--- src/rtl/mac_array_arbiter.sv ---
// Grants the 4-MAC array to one of two sequencing controllers at a time,
// clearing the accumulators first and forwarding only the owner's valid_ctrl.
module mac_array_arbiter #(
    parameter int N_MACS    = 4,
    parameter int CTRL_W    = 12,
    parameter int LEN_W     = 8,
    parameter int DRAIN_CYC = 3
) (
    input  logic              clk,
    input  logic              rst,
    input  logic              req_0,
    input  logic              req_1,
    input  logic [LEN_W-1:0]  len_0,
    input  logic [LEN_W-1:0]  len_1,
    input  logic [CTRL_W-1:0] ctrl_0,
    input  logic [CTRL_W-1:0] ctrl_1,
    input  logic              clear_ext,
    output logic              gnt_0,
    output logic              gnt_1,
    output logic              done_0,
    output logic              done_1,
    output logic [CTRL_W-1:0] valid_ctrl,
    output logic [N_MACS-1:0] clear,
    output logic              busy,
    output logic              owner
);

    localparam int DW = (DRAIN_CYC > 1) ? $clog2(DRAIN_CYC) : 1;
    localparam logic [DW-1:0] DRAIN_LOAD = DW'(DRAIN_CYC - 1);

    typedef enum logic [2:0] {
        IDLE,
        CLEAR,
        RUN,
        DRAIN,
        DONE
    } state_t;

    state_t            state;
    logic              rr_prio;
    logic              winner;
    logic [LEN_W-1:0]  run_cnt;
    logic [DW-1:0]     drain_cnt;

    // On a tie the pointer decides; it always names the requester not served last.
    always_comb begin
        winner = req_1;
        if (req_0 && req_1) begin
            winner = rr_prio;
        end
    end

    always_comb begin
        valid_ctrl = '0;
        if (state == RUN) begin
            valid_ctrl = owner ? ctrl_1 : ctrl_0;
        end
        clear = {N_MACS{clear_ext}};
        if (state == CLEAR) begin
            clear = '1;
        end
    end

    always_ff @(posedge clk) begin
        if (rst) begin
            state     <= IDLE;
            gnt_0     <= 1'b0;
            gnt_1     <= 1'b0;
            done_0    <= 1'b0;
            done_1    <= 1'b0;
            busy      <= 1'b0;
            owner     <= 1'b0;
            rr_prio   <= 1'b0;
            run_cnt   <= '0;
            drain_cnt <= '0;
        end else begin
            case (state)
                IDLE: begin
                    if (req_0 || req_1) begin
                        owner   <= winner;
                        gnt_0   <= ~winner;
                        gnt_1   <= winner;
                        busy    <= 1'b1;
                        run_cnt <= winner ? len_1 : len_0;
                        state   <= CLEAR;
                    end
                end
                CLEAR: begin
                    if (run_cnt == '0) begin
                        drain_cnt <= DRAIN_LOAD;
                        state     <= DRAIN;
                    end else begin
                        state <= RUN;
                    end
                end
                RUN: begin
                    run_cnt <= run_cnt - LEN_W'(1);
                    if (run_cnt == LEN_W'(1)) begin
                        drain_cnt <= DRAIN_LOAD;
                        state     <= DRAIN;
                    end
                end
                DRAIN: begin
                    // Grant drops together with the done pulse so DONE shows both grants low.
                    if (drain_cnt == '0) begin
                        gnt_0  <= 1'b0;
                        gnt_1  <= 1'b0;
                        done_0 <= ~owner;
                        done_1 <= owner;
                        state  <= DONE;
                    end else begin
                        drain_cnt <= drain_cnt - DW'(1);
                    end
                end
                DONE: begin
                    done_0  <= 1'b0;
                    done_1  <= 1'b0;
                    busy    <= 1'b0;
                    rr_prio <= ~owner;
                    state   <= IDLE;
                end
                default: begin
                    state <= IDLE;
                end
            endcase
        end
    end

endmodule

--- config.mk ---
export PLATFORM = sky130hd
export DESIGN_NAME = mac_array_arbiter
export DESIGN_NICKNAME = d
export VERILOG_FILES = /design/src/rtl/mac_array_arbiter.sv
export SDC_FILE = /design/constraint.sdc
export NUM_CORES = 1
export LEC_CHECK = 0
export ABC_AREA = 1
export CORE_MARGIN = 8
export CORE_UTILIZATION = 46
export CTS_BUF_LIST = sky130_fd_sc_hd__clkbuf_2
export CTS_CLUSTER_SIZE = 28
export DETAILED_ROUTE_END_ITERATION = 6
export MAX_ROUTING_LAYER = met4
export PLACE_DENSITY_LB_ADDON = 0.3
export SETUP_SLACK_MARGIN = 0.1
export SLEW_MARGIN = 20
export SYNTH_ARGS = -nofsm -noshare
export SYNTH_HDL_FRONTEND = slang
export SYNTH_SLANG_ARGS = --single-unit
--- constraint.sdc ---
create_clock -name clk -period 4.2 [get_ports clk]
set_clock_uncertainty 0.15 [all_clocks]
set_input_delay 0.63 -clock clk [delete_from_list [all_inputs] [get_ports clk]]
set_output_delay 0.63 -clock clk [all_outputs]
set_load 0.1 [all_outputs]
After elaboration in Yosys (flattened, before gate mapping)

Cells that the tools add are included.
W data, S select, Z words.

Register bits: 20
Bits of input ports: 45
Output and inout bits: 22

Add/sub/neg operators: 2
Equal/unequal tests: 10
Mux-type cells: 27
Bitwise gates (word level): 2
Reductions and logical operators: 17

Operator list:

| operator              | count |
|---|---|
| $mux W12              | 2 |
| $mux W8               | 2 |
| $pmux W8 S2           | 1 |
| $pmux W3 S4           | 1 |
| $pmux W1 S2           | 5 |
| $mux W3               | 3 |
| $eq A8 B1 Y1 const B  | 1 |
| $logic_not A8 Y1      | 1 |
| $mux W1               | 8 |
| $reduce_and A2 Y1     | 4 |
| $reduce_bool A2 Y1    | 4 |
| $sub A8 B1 Y8 const B | 1 |
| $eq A3 B2 Y1 const B  | 2 |
| $mux W2               | 3 |
| $ne A2 B2 Y1 const B  | 3 |
| $pmux W2 S3           | 1 |
| $reduce_and A3 Y1     | 2 |
| $mux W4               | 1 |
| $ne A2 B1 Y1 const B  | 2 |
| $reduce_and A4 Y1     | 1 |
| $eq A3 B1 Y1 const B  | 1 |
| $eq A3 B3 Y1 const B  | 1 |
| $logic_not A3 Y1      | 1 |
| $reduce_bool A3 Y1    | 1 |
| other kinds (5)       | 6 |

Longest topological paths before layout

Gate-level depths: netlist of the first run.

Depth after elaboration: 5
Gate-level depth with buffers: 10
Mapped depth without buffers: 10

Worst setup path before layout of the first run

No wires, ideal clock.

Path kind: reg2out
Start point: register owner
End point: output valid_ctrl[1]
Arrival: 2.894 ns
Data required time: 3.420 ns
Setup slack: 0.526 ns
Cell stages (with the launch flop): 4
Cell sequence: dfxtp_1 clkbuf_1 nand2_1 a21oi_1

Longest elaborated chain between the ends: 2

Ends and longest elaborated chain:

| element                | line | RTL |
|---|---|---|
| from (decl)            | 25   | `output logic owner` |
| from (signal assigned) | 80   | `owner <= winner;` |
| $mux W12               | 56   | `valid_ctrl = owner ? ctrl_1 : ctrl_0;` |
| $mux W12               | 55   | `if (state == RUN) begin` |
| to (decl)              | 22   | `output logic [CTRL_W-1:0] valid_ctrl,` |

No other way between the ends.

Worst setup path in the final report of the first run

Start point: register owner
End point: output owner

No word-level cell between the ends.

==> results of run 1 <==
[worst register-to-register path, cell delays in order, from the launching register on]
cell and delay [ns]:
dfxtp_1 0.41, inv_1 0.21, nand3_4 0.29, nand2_4 0.25
inv_1 0.07, nand2_1 0.06, nand2_1 0.04, nor2_1 0.08
nor2_1 0.04
[sequential cells by signal, indices dropped and copies added (netlist names)]
name and cells:
run_cnt 8, state 3, drain_cnt 2, busy 1
done_0 1, done_1 1, gnt_0 1, gnt_1 1
owner 1, rr_prio 1
[power by group through the flow]
stage               registers (mW)  clock network [mW]  logic [mW]
global route                 0.343              0.0923        1.24
floorplan                    0.414                   0       0.852
finish                       0.332              0.0822        1.14
global placement             0.332                   0        1.13
detailed placement           0.336                   0        1.14
CTS                          0.331              0.0834        1.15
[per-stage QoR]
step / utilization, % / total power, mW / worst slack (ns) / hold WS (ns)
finish: 68.9 / 1.56 / 1.25 / 0.323
global route: 68.9 / 1.68 / 1.15 / 0.359
CTS: 68.9 / 1.56 / 1.22 / 0.328
detailed placement: 68.3 / 1.48 / 1.60 / 0.303
global placement: 68.3 / 1.46 / 1.62 / 0.300
floorplan: - / 1.27 / 0.526 / 0.279
[synth_stat cells, types with 2 or more instances]
library cell,n
nand2_2,2
nor2_4,2
buf_6,2
o21ai_1,4
ha_1,4
a21oi_1,25
or2_2,2
inv_1,29
o21ai_0,14
inv_2,2
buf_2,2
nor3_1,2
nand2_1,72
clkbuf_1,3
buf_4,3
nor2_1,26
nand3_1,19
dfxtp_1,20
nand2_4,3
[area by class of cell]
| type | instances | area share, % |
|---|---|---|
| inverters | 32 | 5.71 |
| multi-input cells | 182 | 42.3 |
| flip-flops and latches | 20 | 19.0 |
| clock buffers | 3 | 0.713 |
| repair buffers | 66 | 29.5 |
| clock inverters | 1 | 0.178 |
| well taps | 44 | 2.62 |
[kinds of logic (layout without fill, tap and decap cells)]
logic type	after synthesis	after routing
compound gates	45	45
fa+ha+maj	4	4
buf+inv	42	102
flops	20	20
simple gates	133	133
[routing by layer]
layer / vias up / track usage [%] / wire length (microns) / share of wire (%)
li1: 888 / - / - / -
met1: 692 / 20.5 / 1910 / 46
met2: 44 / 24.6 / 1920 / 47
met3: 2 / 5.63 / 262 / 6.4
met4: 0 / 2.67 / 29 / 0.70
met5: - / - / 0 / 0
[final timing paths]
path                               from                       to  cells past startpoint
hold / removal     rr_prio$_SDFFE_PP0P_     rr_prio$_SDFFE_PP0P_                      2
hold reg to reg    rr_prio$_SDFFE_PP0P_     rr_prio$_SDFFE_PP0P_                      2
setup reg to reg  state[0]$_SDFFE_PP0P_  run_cnt[1]$_SDFFE_PP0P_                      8
setup / recovery     owner$_SDFFE_PP0P_                    owner                      1
==> results.yml, run 1 <==
outcome:
  status: "finished, final reports clean"
routing:
  firstDrtPassIters: 4
  vias_per_cell: 4.67
  vias: 1626
  wire_per_inst_microns: 11.9
  drc: 0
  first_iter_violations: 103
  routed_wl_mm: 4.13
  antenna_left: 0
timing:
  max_slew_margin_pct: 34.1
  slew_viol_final: 0
  setup-tns-final_ns: 0
  rsz0062_at_grt: "no"
  fin_crit_sh_pct: 70.2
  hold_viol: 0
  period_minus_slack_ns: 2.95
  setup_viol: 0
  worst_pin_slew_ns: 0.985
  max_freq_ghz: 0.339
synthesis:
  syn-instance-count: 244
  synth.avg_cell_area_sq_um: 6.05
  ys_seq_area_share_pct: 27.1
  yosys.area.top_type: "dfxtp_1"
  yosys.area_share.simple_pct: 41.2
  synth_flop_cell: "dfxtp_1"
  synth_area_sq_um: 1480
  ys_top_cells_by_area: "dfxtp_1, nand2_1, a21oi_1, inv_1, nor2_1"
  synth-compound-area-share_pct: 15.7
  synthMuxAreaShare_pct: 0
  netlist.area_leader.share_pct: 27.1
  synth-seq-cells: 20
  synth_enable_flop_cells: 0
  synth-adder-area-share_pct: 3.39
  yosys_warnings: 0
  synth_top_family_by_area: "simple AND/OR/NAND/NOR gates"
  syn_nets: 293
  yosysUniqueCellTypes: 27
  synthArstFlopShare_pct: 0
  synth_xor_area_share_pct: 0
floorplanning:
  fp.coreArea_sq_um: 3050
  start_util_pct: 48.4
  num_rows: 20
  fp.dieArea_sq_um: 5280
  die_h_microns: 72.7
  boundaryPins: 67
  die_x_microns: 72.7
power:
  pwr_density_cell_nw_per_um2: 740
  clkPwrFrac_pct: 5.3
  combPwrFrac_pct: 73.4
  vdd_drop_max_v: 0.000360
  sw_frac_of_total_pct: 61.6
  power_switching_mw: 0.959
  leakage_nw: 0.993
  internal_power_mw: 0.598
  p_seq_share_pct: 21.3
cts:
  ctsHoldBuffers: 0
  clock_sinks: 20
  cts_setup_buffers: 0
  clock_path_buffers: 2
  htree_levels: 1
  clk_latency_ns: 0.34
  post_cts_resized: 0
  cts_inserted_buffers: 3
  path_clk_slew_ns: 0.21
  root_buffer: "clkbuf_2"
  cts_tree: "yes"
placement:
  dpl.cell_count: 344
  place_area_sq_um: 2090
  gp_congestion: 0.885
  portBuffers: 66
  detailed_place_hpwl_mm: 3.37
global_route:
  first_global_vias: 1464
  overflow: 0
  grt_pass1_wl_mm: 6.79
  track_usage_pct: 16.2
  antenna_found_initial: 0
  grt_max_degree: 24
layout:
  drive_gt1_share_pct: 10.9
  layout.nets: 354
  final_cell_mix: "nand2_1, clkdlybuf4s50_1, inv_1"
  stdcell_count: 348
  antenna_cells: 0
  syn_to_final_growth_pct: 42.5
  nFillCells: 296
  post-route-cell-area_sq_um: 2100
  mostFrequentLayoutCell: "nand2_1"
  multi_input_area_sq_um: 890
  regArea_sq_um: 400
worst_setup_path:
  crit_chain: "clkdlybuf4s50_1"
  end_kind: "output pin"
  slowest_delay_ns: 1.22
  crit_type: "flop to output pin"
  ff2ff_setup_slack_ns: 2.47
  crit_required_ns: 3.42
  cp_data_arrival_time_ns: 2.17
  path_max_fanout: 15
  critPathSlowestCell: "clkdlybuf4s50_1"
  path_buf_inv: 1
  cp-start-kind: "flop"
  path_delay_family: "buffers and inverters"
run:
  cap_violations: 0
min_path:
  hold_class: "flop to flop"
No activity file was read; power rests on OpenSTA's default activity.
==> inputs of run 2 (changes only) <==
- CORE_UTILIZATION: 46 -> 39
- clock period: 4.2 -> 2.7 ns (I/O delays scaled with it)
==> results.yml, run 2 (synthesis gave the netlist of run 1 again) <==
outcome:
  status: "finished, final reports clean"
power:
  clkPwrFrac_pct: 5.0
  power_switching_mw: 1.59
  leakage_nw: 1.07
  pwr_density_cell_nw_per_um2: 1120
  vdd_drop_max_v: 0.000531
  total_power_mw: 2.70
  sw_frac_of_total_pct: 58.9
  combPwrFrac_pct: 75.9
  p_seq_share_pct: 19.1
  internal_power_mw: 1.11
timing:
  worst_pin_slew_ns: 0.510
  max_slew_margin_pct: 66.0
  max_freq_ghz: 0.409
  fin_crit_sh_pct: 90.5
  setup-tns-final_ns: 0
  period_minus_slack_ns: 2.44
  slew_viol_final: 0
  setup_slack_ns: 0.256
  setup_viol: 0
  hold_viol: 0
  rsz0062_at_grt: "no"
worst_setup_path:
  r2r-start: "state[2]$_SDFFE_PP0P_"
  reg2regPathDepth: 7
  ff2ff_setup_slack_ns: 0.72
  crit_required_ns: 2.14
  cp-start-kind: "flop"
  cp_data_arrival_time_ns: 1.89
  worstSetupStartpoint: "state[0]$_SDFFE_PP0P_"
  crit_type: "flop to output pin"
  end_kind: "output pin"
  path_max_fanout: 23
  reg2reg_to: "state[0]$_SDFFE_PP0P_"
min_path:
  holdCritStartpoint: "rr_prio$_SDFFE_PP0P_"
  hold-path-endpoint: "rr_prio$_SDFFE_PP0P_"
  hold_class: "flop to flop"
  hold_depth: 2
routing:
  antenna_left: 0
  vias: 1694
  first_iter_violations: 94
  wire_per_inst_microns: 12.5
  vias_per_cell: 4.81
  drc: 0
  firstDrtPassIters: 4
  routed_wl_mm: 4.39
layout:
  mostFrequentLayoutCell: "nand2_1"
  drive_gt1_share_pct: 17.1
  layout.nets: 354
  nFillCells: 321
  largest_reg_flops: 8
  post-route-cell-area_sq_um: 2420
  antenna_cells: 0
  top_register: "run_cnt"
  syn_to_final_growth_pct: 63.6
  final_cell_mix: "nand2_1, clkdlybuf4s50_1, inv_1"
  largest_registers: "run_cnt: 8 flops, state: 3 flops, drain_cnt: 2 flops"
  utilization_pct: 66.0
cts:
  path_clk_slew_ns: 0.20
  root_buffer: "clkbuf_2"
  cts_setup_buffers: 0
  cts_tree: "yes"
  ctsHoldBuffers: 0
  post_cts_resized: 0
  cts_inserted_buffers: 3
  clk_latency_ns: 0.33
  clock_sinks: 20
  htree_levels: 1
  clock_path_buffers: 2
placement:
  dp_slack_ns: 0.607
  detailed_place_hpwl_mm: 3.63
  gp_congestion: 0.823
  place_area_sq_um: 2400
  portBuffers: 66
floorplanning:
  fp.dieArea_sq_um: 6010
  die_h_microns: 77.5
  die_x_microns: 77.5
  boundaryPins: 67
  num_rows: 22
  fp.coreArea_sq_um: 3660
  start_util_pct: 40.3
run:
  cap_violations: 0
global_route:
  track_usage_pct: 15.3
  grt_pass1_wl_mm: 7.47
  first_global_vias: 1579
  grt_max_degree: 24
  antenna_found_initial: 0
  overflow: 0
run 2: worst max-delay path: stages (launching register included):
cell	delay, ns
dfxtp_1	0.40
inv_1	0.21
nand3_4	0.42
a21oi_2	0.32
buf_12	0.21
run 2: final cells by class:
class / instances / area, sq um / share of cell area (%)
Clock buffer: 3 / 15.0 / 0.621
Timing Repair Buffer: 66 / 806 / 33.4
Multi-Input combinational cell: 182 / 1010 / 41.8
Tap cell: 48 / 60.1 / 2.49
Sequential cell: 20 / 402 / 16.6
Clock inverter: 1 / 3.75 / 0.155
Inverter: 32 / 120 / 4.97
run 2: stage by stage:
stage	hold WS (ns)	instances
3_5_place_dp	0.307	348
2_1_floorplan	0.279	244
6_report	0.331	352
5_1_grt	0.373	352
3_3_place_gp	0.303	348
4_1_cts	0.330	352
run 2: layer usage:
metal  GRT usage [%]  vias up  routed length, microns
met1            19.0      756                    1950
li1                -      887                       -
met3            3.80        4                     223
met5               -        -                       0
met4            4.53        0                      46
met2            23.8       47                    2170
run 2: power groups by stage:
stage	logic (mW)	registers, mW	clock network, mW
global placement	2.03	0.518	0
CTS	2.06	0.515	0.135
global route	2.22	0.536	0.149
floorplan	1.41	0.646	0
finish	2.05	0.516	0.134
detailed placement	2.05	0.522	0
run 2: worst max-delay path by stage:
| stage | to | slack, ns | cells after the start |
|---|---|---|---|
| after global routing | valid_ctrl[11] | 0.11 | 4 |
| final | valid_ctrl[11] | 0.26 | 4 |
| after CTS | valid_ctrl[11] | 0.23 | 4 |
| after floorplan | valid_ctrl[1] | 0.43 | 3 |
| after detailed placement | run_cnt[1]$_SDFFE_PP0P_ | 0.61 | 9 |
| after global placement | run_cnt[2]$_SDFFE_PP0P_ | 0.61 | 10 |
